===== config.mk =====
export PLATFORM = sky130hd
export DESIGN_NAME = seq_detect_prog
export DESIGN_NICKNAME = d
export VERILOG_FILES = /design/src/rtl/seq_detect_prog.sv
export SDC_FILE = /design/constraint.sdc
export NUM_CORES = 1
export LEC_CHECK = 0
export ABC_CLOCK_PERIOD_IN_PS = 4600
export BUFFER_PORTS_ARGS = -buffer_cell sky130_fd_sc_hd__buf_4
export CAP_MARGIN = 15
export CORE_AREA = 2 2 62 64
export CTS_BUF_LIST = sky130_fd_sc_hd__clkbuf_2 sky130_fd_sc_hd__clkbuf_4 sky130_fd_sc_hd__clkbuf_8
export DETAILED_ROUTE_END_ITERATION = 12
export DIE_AREA = 0 0 64 66
export PLACE_DENSITY = 0.69
export SLEW_MARGIN = 20
export SYNTH_ARGS = -nofsm -noshare
export SYNTH_HDL_FRONTEND = slang
export SYNTH_SLANG_ARGS = --single-unit

===== constraint.sdc =====
create_clock -name clk -period 4.6 [get_ports clk]
set_input_delay 1.38 -clock clk [delete_from_list [all_inputs] [get_ports clk]]
set_output_delay 1.38 -clock clk [all_outputs]
set_load 0.005 [all_outputs]

===== src/rtl/seq_detect_prog.sv =====
// seq_detect_prog
//   Runtime-programmable serial bit-pattern detector with a saturating
//   match counter. Comes out of reset as the legacy b1010 overlapping
//   detector.
//
// Ports
//   clk          in   clock
//   resetn       in   synchronous active-low reset
//   din          in   serial input bit
//   din_valid    in   din is sampled only when high
//   cfg_we       in   one-cycle configuration load strobe
//   cfg_pattern  in   pattern; bit [cfg_len-1] oldest, bit [0] newest
//   cfg_len      in   pattern length, legal 1..MAX_LEN
//   cfg_overlap  in   1 = overlapping matches, 0 = history cleared on match
//   cnt_clr      in   clears match_count (wins over an increment)
//   dout         out  registered one-cycle pulse per match
//   match_count  out  saturating match counter
//   cfg_err      out  registered one-cycle pulse on a rejected cfg write
module seq_detect_prog #(
  parameter  int MAX_LEN = 8,
  parameter  int CNT_W   = 8,
  localparam int LEN_W   = $clog2(MAX_LEN + 1)
) (
  input  logic               clk,
  input  logic               resetn,
  input  logic               din,
  input  logic               din_valid,
  input  logic               cfg_we,
  input  logic [MAX_LEN-1:0] cfg_pattern,
  input  logic [LEN_W-1:0]   cfg_len,
  input  logic               cfg_overlap,
  input  logic               cnt_clr,
  output logic               dout,
  output logic [CNT_W-1:0]   match_count,
  output logic               cfg_err
);

  logic [MAX_LEN-1:0] r_hist;
  logic [LEN_W-1:0]   r_fill;
  logic [MAX_LEN-1:0] r_pat;
  logic [LEN_W-1:0]   r_len;
  logic               r_ovl;
  logic               r_dout;
  logic [CNT_W-1:0]   r_match_count;
  logic               r_cfg_err;

  logic               w_len_ok;
  logic               w_cfg_load;
  logic               w_sample;
  logic [MAX_LEN-1:0] w_hist_sh;
  logic [LEN_W-1:0]   w_fill_inc;
  logic [MAX_LEN-1:0] w_mask;
  logic               w_match;

  assign w_len_ok   = (cfg_len != '0) && (cfg_len <= LEN_W'(MAX_LEN));
  assign w_cfg_load = cfg_we && w_len_ok;
  // A rejected configuration write leaves the sample path untouched.
  assign w_sample   = din_valid && !w_cfg_load;
  assign w_hist_sh  = {r_hist[MAX_LEN-2:0], din};
  assign w_fill_inc = (r_fill == LEN_W'(MAX_LEN)) ? r_fill : r_fill + LEN_W'(1);

  // Selects the low r_len bits of the history for comparison.
  always_comb begin
    w_mask = '0;
    for (int unsigned i = 0; i < MAX_LEN; i++) begin
      w_mask[i] = (i < 32'(r_len));
    end
  end

  assign w_match = w_sample && (w_fill_inc >= r_len) &&
                   (((w_hist_sh ^ r_pat) & w_mask) == '0);

  always_ff @(posedge clk) begin
    if (!resetn) begin
      r_hist        <= '0;
      r_fill        <= '0;
      r_pat         <= MAX_LEN'(4'b1010);
      r_len         <= LEN_W'(4);
      r_ovl         <= 1'b1;
      r_dout        <= 1'b0;
      r_match_count <= '0;
      r_cfg_err     <= 1'b0;
    end else begin
      r_dout    <= w_match;
      r_cfg_err <= cfg_we && !w_len_ok;

      if (w_cfg_load) begin
        r_pat  <= cfg_pattern;
        r_len  <= cfg_len;
        r_ovl  <= cfg_overlap;
        r_hist <= '0;
        r_fill <= '0;
      end else if (din_valid) begin
        r_hist <= w_hist_sh;
        // Non-overlap: zero fill so a new match needs r_len fresh bits.
        r_fill <= (w_match && !r_ovl) ? '0 : w_fill_inc;
      end

      if (cnt_clr) begin
        r_match_count <= '0;
      end else if (w_match && (r_match_count != '1)) begin
        r_match_count <= r_match_count + CNT_W'(1);
      end
    end
  end

  assign dout        = r_dout;
  assign match_count = r_match_count;
  assign cfg_err     = r_cfg_err;

endmodule


==> results of run 1 <==
## sequential cells by signal (all words and copies together), names as in the netlist
signal,flops
match_count,8
cfg_err,1
r_pat,8
r_hist,7
r_len,4
dout,1
r_ovl,1
r_fill,4
## power by group
part | switching [mW] | internal (mW)
sequential | 0.00805 | 0.303
clock | 0.101 | 0.0735
combinational | 0.0313 | 0.0318
## metal layers
metal	vias to the layer above	GRT usage (%)	part of all wire (%)
met5	-	0	0
met4	0	6.52	1.2
met3	4	4.26	3.0
met2	26	31.9	50
met1	663	20.7	46
li1	735	-	-
## layout make-up
class / instances / share of cell area [%]
clock buffers: 6 / 2.57
well taps: 48 / 3.01
repair buffers: 29 / 10.9
flip-flops and latches: 34 / 34.1
inverters: 9 / 1.69
multi-input cells: 141 / 47.2
clock inverters: 2 / 0.626
## worst min-delay path: cells and delay by family (launching register included)
family	cells	cell delay, ns
flip-flops	1	0.35
AND/OR/NAND/NOR	1	0.06
multiplexers	1	0.07
## kinds of logic after synthesis
kind of cell / count (synthesis) / synth area share [%]
AO/OA/AOI/OAI: 33 / 12.4
XOR/XNOR: 12 / 6.22
adder cells (fa/ha/maj): 7 / 5.18
buffers and inverters: 16 / 4.00
flip-flops: 34 / 40.3
multiplexers: 18 / 10.7
AND/OR/NAND/NOR: 71 / 21.3
## synthesized netlist by cell type (all sizes together)
cell type / number
and3b: 1
xor2: 4
a2111o: 1
a2111oi: 1
mux2i: 18
o41ai: 1
nand4: 1
or4: 4
or4b: 1
nor3b: 3
o21a: 2
nor4: 3
xnor2: 8
nor2: 23
ha: 7
or3: 3
dfxtp: 34
nand3: 7
a21oi: 10
and3: 1
o31ai: 3
o22ai: 1
nand2b: 2
a31oi: 1
nor3: 6
o21ai: 8
a31o: 2
buf: 2
o211ai: 2
nand2: 15
clkbuf: 5
a21o: 1
inv: 9
and2: 1
## worst paths after layout
path                          startpoint                           to  slack [ns]  depth (start not counted)
hold / removal        r_ovl$_SDFFE_PN1P_           r_ovl$_SDFFE_PN1P_        0.50                          2
setup reg to reg  r_fill[0]$_SDFFE_PP0P_  match_count[7]$_SDFFE_PP0P_        1.36                         11
setup / recovery              cfg_len[3]  match_count[7]$_SDFFE_PP0P_        1.05                          7
hold reg to reg       r_ovl$_SDFFE_PN1P_           r_ovl$_SDFFE_PN1P_        0.50                          2
## stage by stage
| stage | setup WS [ns] | instances | area [um2] | power (mW) | util (%) |
|---|---|---|---|---|---|
| global route | 0.935 | 269 | 2000 | 0.575 | 56.3 |
| detailed placement | 0.704 | 261 | 1930 | 0.381 | 54.5 |
| finish | 1.05 | 269 | 2000 | 0.548 | 56.3 |
| global placement | 0.734 | 261 | 1930 | 0.380 | 54.5 |
| CTS | 1.05 | 269 | 2000 | 0.554 | 56.3 |
| floorplan | 0.893 | 191 | 1690 | 0.356 | - |
==> out/qor.yml, run 1 <==
outcome: "finished clean"
dr.first_iter.drc_count: 59
critPathSlowestCell: "or4_4"
path_cells: "buf_4 -> or4_4 -> nand3_2 -> or4b_1 -> or4_4 -> or4_1 -> a21oi_1"
clockRootBuffer: "clkbuf_4"
post-route-period-util_pct: 77.2
cap_violations: 0
power.leakage_nw: 0.860
grt_pass1_wl_um: 5890
viasPerCell: 5.31
clock_insertion_delay_worst_skew_ns: 0.33
period_minus_slack_ns: 3.55
grt_use_total_pct: 17.9
clk_pin_slew_ns: 0.10
die_x_um: 64
drive_gt1_share_pct: 19.0
timing.fmax_mhz: 281
start_util_pct: 47.6
p_per_area_nw_per_um2: 274
design.core.area_um2: 3550
ctsResizeCount: 0
dieArea_um2: 4220
drt_first_pass_iters: 4
synth_area_per_cell_um2: 8.85
fill_cells: 331
cts_hold_buf: 0
ant_nets: 0
synth_top_area_cell: "dfxtp_1"
final_cell_mix: "34 x dfxtp_1, 29 x buf_4, 23 x nor2_1"
drc: 0
cp-end-kind: "flip-flop"
drt_wl_total_um: 3370
vias: 1428
syn_area_um2: 1690
max_stage_delay_ns: 0.58
grt_antenna_before_repair: 0
synthCells: 191
place_hpwl_um: 2520
cts_made_buffers: 5
postCtsSetupBuffers: 0
cts_buffer_depth: 2
grt_overflow: 0
die_h_um: 66
whs_ns: 0.503
crit_type: "in2reg"
finalHoldViolCount: 0
cp_top_family: "simple AND/OR/NAND/NOR gates"
wire_per_inst_um: 12.5
ys_seq_elements: 34
finalSetupViolCount: 0
cp_max_fo: 12
ios: 29
arrival_ns: 3.81
gp_congestion: 0.792
slew_violations: 0
cp.required_ns: 4.86
final_common_cell: "dfxtp_1"
tightest_slew_ns: 0.567
grt_setup_unrepaired: "no"
grt_pass1_vias: 1348
yosysTopAreaCellShare_pct: 40.3
multi_input_area_um2: 942
clock-sinks: 34
diodes: 0
synth_cell_types: 37
std_cell_rows: 22
cts_max_level: 2
seq_area_frac_synth_pct: 40.3
start_kind: "primary input"
io_buffers: 28
syn-num-nets: 217
critPathBufInv: 1
yosysWarnings: 0
finalClockSkew_ns: 0.0111
hold_class: "reg2reg"
tns_ns: 0
slew_headroom_pct: 61.8
synthTopCellsByArea: "dfxtp_1 40%, mux2i_1 11%, ha_1 5.2%, nor2_1 5.1%, xnor2_1 4.1%"
cts_tree: "yes"
path_common_cell: "or4_4"
syn2layout_area_growth_pct: 18.2
ir_drop_mv: 0.197
grt_max_degree: 16
register_area_um2: 681
final_nets: 246
No activity file was read; power rests on OpenSTA's default activity.
==> run 2, diff against run 1 <==
Settings changed: ABC_CLOCK_PERIOD_IN_PS 4600 to 3500.
Clock period 4.6 ns to 3.5 ns, I/O delays scaled along.
==> run 2 against run 1 <==
Non-clock buffer count grew 5. Clock power grew 64%. Largest cell class unchanged. Critical endpoint is now match_count[5]$_SDFFE_PP0P_. Sequential power grew 31%. Sequential share of layout area shrank 0.93 points. Count of clock-buffer cells in the layout grew 1. Total power grew 42%. Flip-flop and latch count is the same. Register-to-register slack lost 1.1 ns.
==> out/qor.yml, run 2 (synthesis gave the netlist of run 1 again) <==
viasPerCell: 5.20
clockRootBuffer: "clkbuf_4"
final_nets: 251
wire_per_inst_um: 12.4
dr.first_iter.drc_count: 69
finalClockSkew_ns: 0.00313
p_per_area_nw_per_um2: 380
drc: 0
wl_met1_um: 1610
clock_insertion_delay_worst_skew_ns: 0.32
grt_use_total_pct: 18.3
tightest_slew_ns: 0.363
ant_nets: 0
std_cell_rows: 22
grt_max_degree: 16
clock-sinks: 34
setup_slack_ns: 0.279
fill_cells: 321
route.met3.wl_um: 128
vias: 1425
top_layer_used: "met4"
design.core.area_um2: 3550
gp_congestion: 0.824
grt_pass1_vias: 1327
diodes: 0
final_cell_mix: "34 x dfxtp_1, 34 x buf_4, 23 x nor2_1"
slew_violations: 0
period_minus_slack_ns: 3.22
start_kind: "flip-flop"
whs_ns: 0.498
postCtsSetupBuffers: 0
grt_overflow: 0
cts_buffer_depth: 2
placed_area_um2: 1970
cts_tree: "yes"
grt_setup_unrepaired: "no"
dieArea_um2: 4220
cp-end-kind: "flip-flop"
cap_violations: 0
grt_antenna_before_repair: 0
grt_pass1_wl_um: 5890
total_power_mw: 0.780
die_x_um: 64
tns_ns: 0
drt_first_pass_iters: 4
clk_pin_slew_ns: 0.09
drive_gt1_share_pct: 20.8
start_util_pct: 47.6
post-route-period-util_pct: 92.0
syn2layout_area_growth_pct: 21.5
ios: 29
io_buffers: 28
r2r_start: "r_fill[0]$_SDFFE_PP0P_"
min_from: "r_ovl$_SDFFE_PN1P_"
cp-startpoint: "r_fill[0]$_SDFFE_PP0P_"
hold_class: "reg2reg"
drt_wl_total_um: 3400
ir_drop_mv: 0.247
finalHoldViolCount: 0
arrival_ns: 3.48
power.leakage_nw: 0.896
routed-wl-met2_um: 1650
die_h_um: 66
finish.instance_area_um2: 2050
cp.required_ns: 3.76
cts_max_level: 2
slew_headroom_pct: 75.1
outcome: "finished clean"
timing.fmax_mhz: 310
ctsResizeCount: 0
crit_type: "reg2reg"
cp_max_fo: 8
place_hpwl_um: 2600
cts_made_buffers: 5
cts_hold_buf: 0
dp_slack_ns: -0.0164
finalSetupViolCount: 0
## run 2: cell count changes in the layout (fill, tap and decap cells not counted)
cell | before | now
buf_4 | 29 | 34
bufinv_16 | 0 | 1
clkbuf_4 | 5 | 7
clkbuf_8 | 1 | 0
clkinv_2 | 1 | 0
clkinvlp_4 | 1 | 0
## run 2: where the power goes
part / leakage (nW) / total (mW) / switching (mW) / internal (mW)
sequential: 0.276 / 0.408 / 0.0106 / 0.398
combinational: 0.573 / 0.0849 / 0.0413 / 0.0436
clock: 0.0463 / 0.287 / 0.120 / 0.167
## run 2: area by class of cell
class	instances	area, um2	area share (%)
clock inverters	1	30.0	1.46
repair buffers	34	255	12.4
inverters	9	33.8	1.64
multi-input cells	141	942	45.9
well taps	48	60.1	2.92
clock buffers	7	52.6	2.56
flip-flops and latches	34	681	33.1
## run 2: final timing paths
| check | endpoint | slack, ns | cells after the start |
|---|---|---|---|
| worst max-delay path | match_count[5]$_SDFFE_PP0P_ | 0.28 | 11 |
| worst min-delay path | r_ovl$_SDFFE_PN1P_ | 0.50 | 2 |
| worst max register to register | match_count[5]$_SDFFE_PP0P_ | 0.28 | 11 |
| worst min register to register | r_ovl$_SDFFE_PN1P_ | 0.50 | 2 |
## run 2: through the flow
stage          cells  utilization (%)
6_report         274             57.9
3_3_place_gp     266             55.5
3_5_place_dp     266             55.5
5_1_grt          274             57.9
2_1_floorplan    191                -
4_1_cts          274             57.9
## run 2: critical path, stage by stage, from the launching register on
cell,delay (ns)
dfxtp_1,0.44
inv_1,0.10
ha_1,0.20
and3b_1,0.20
xnor2_1,0.14
ha_1,0.26
nand2b_1,0.09
a2111oi_0,0.08
a2111o_1,0.43
or4_4,0.58
or4_1,0.49
a21oi_1,0.14
## run 2: per-layer routing
layer	global-route usage, %	vias to the layer above
met5	0	-
met4	6.52	0
met3	6.30	2
met2	30.9	23
met1	21.5	657
li1	-	743
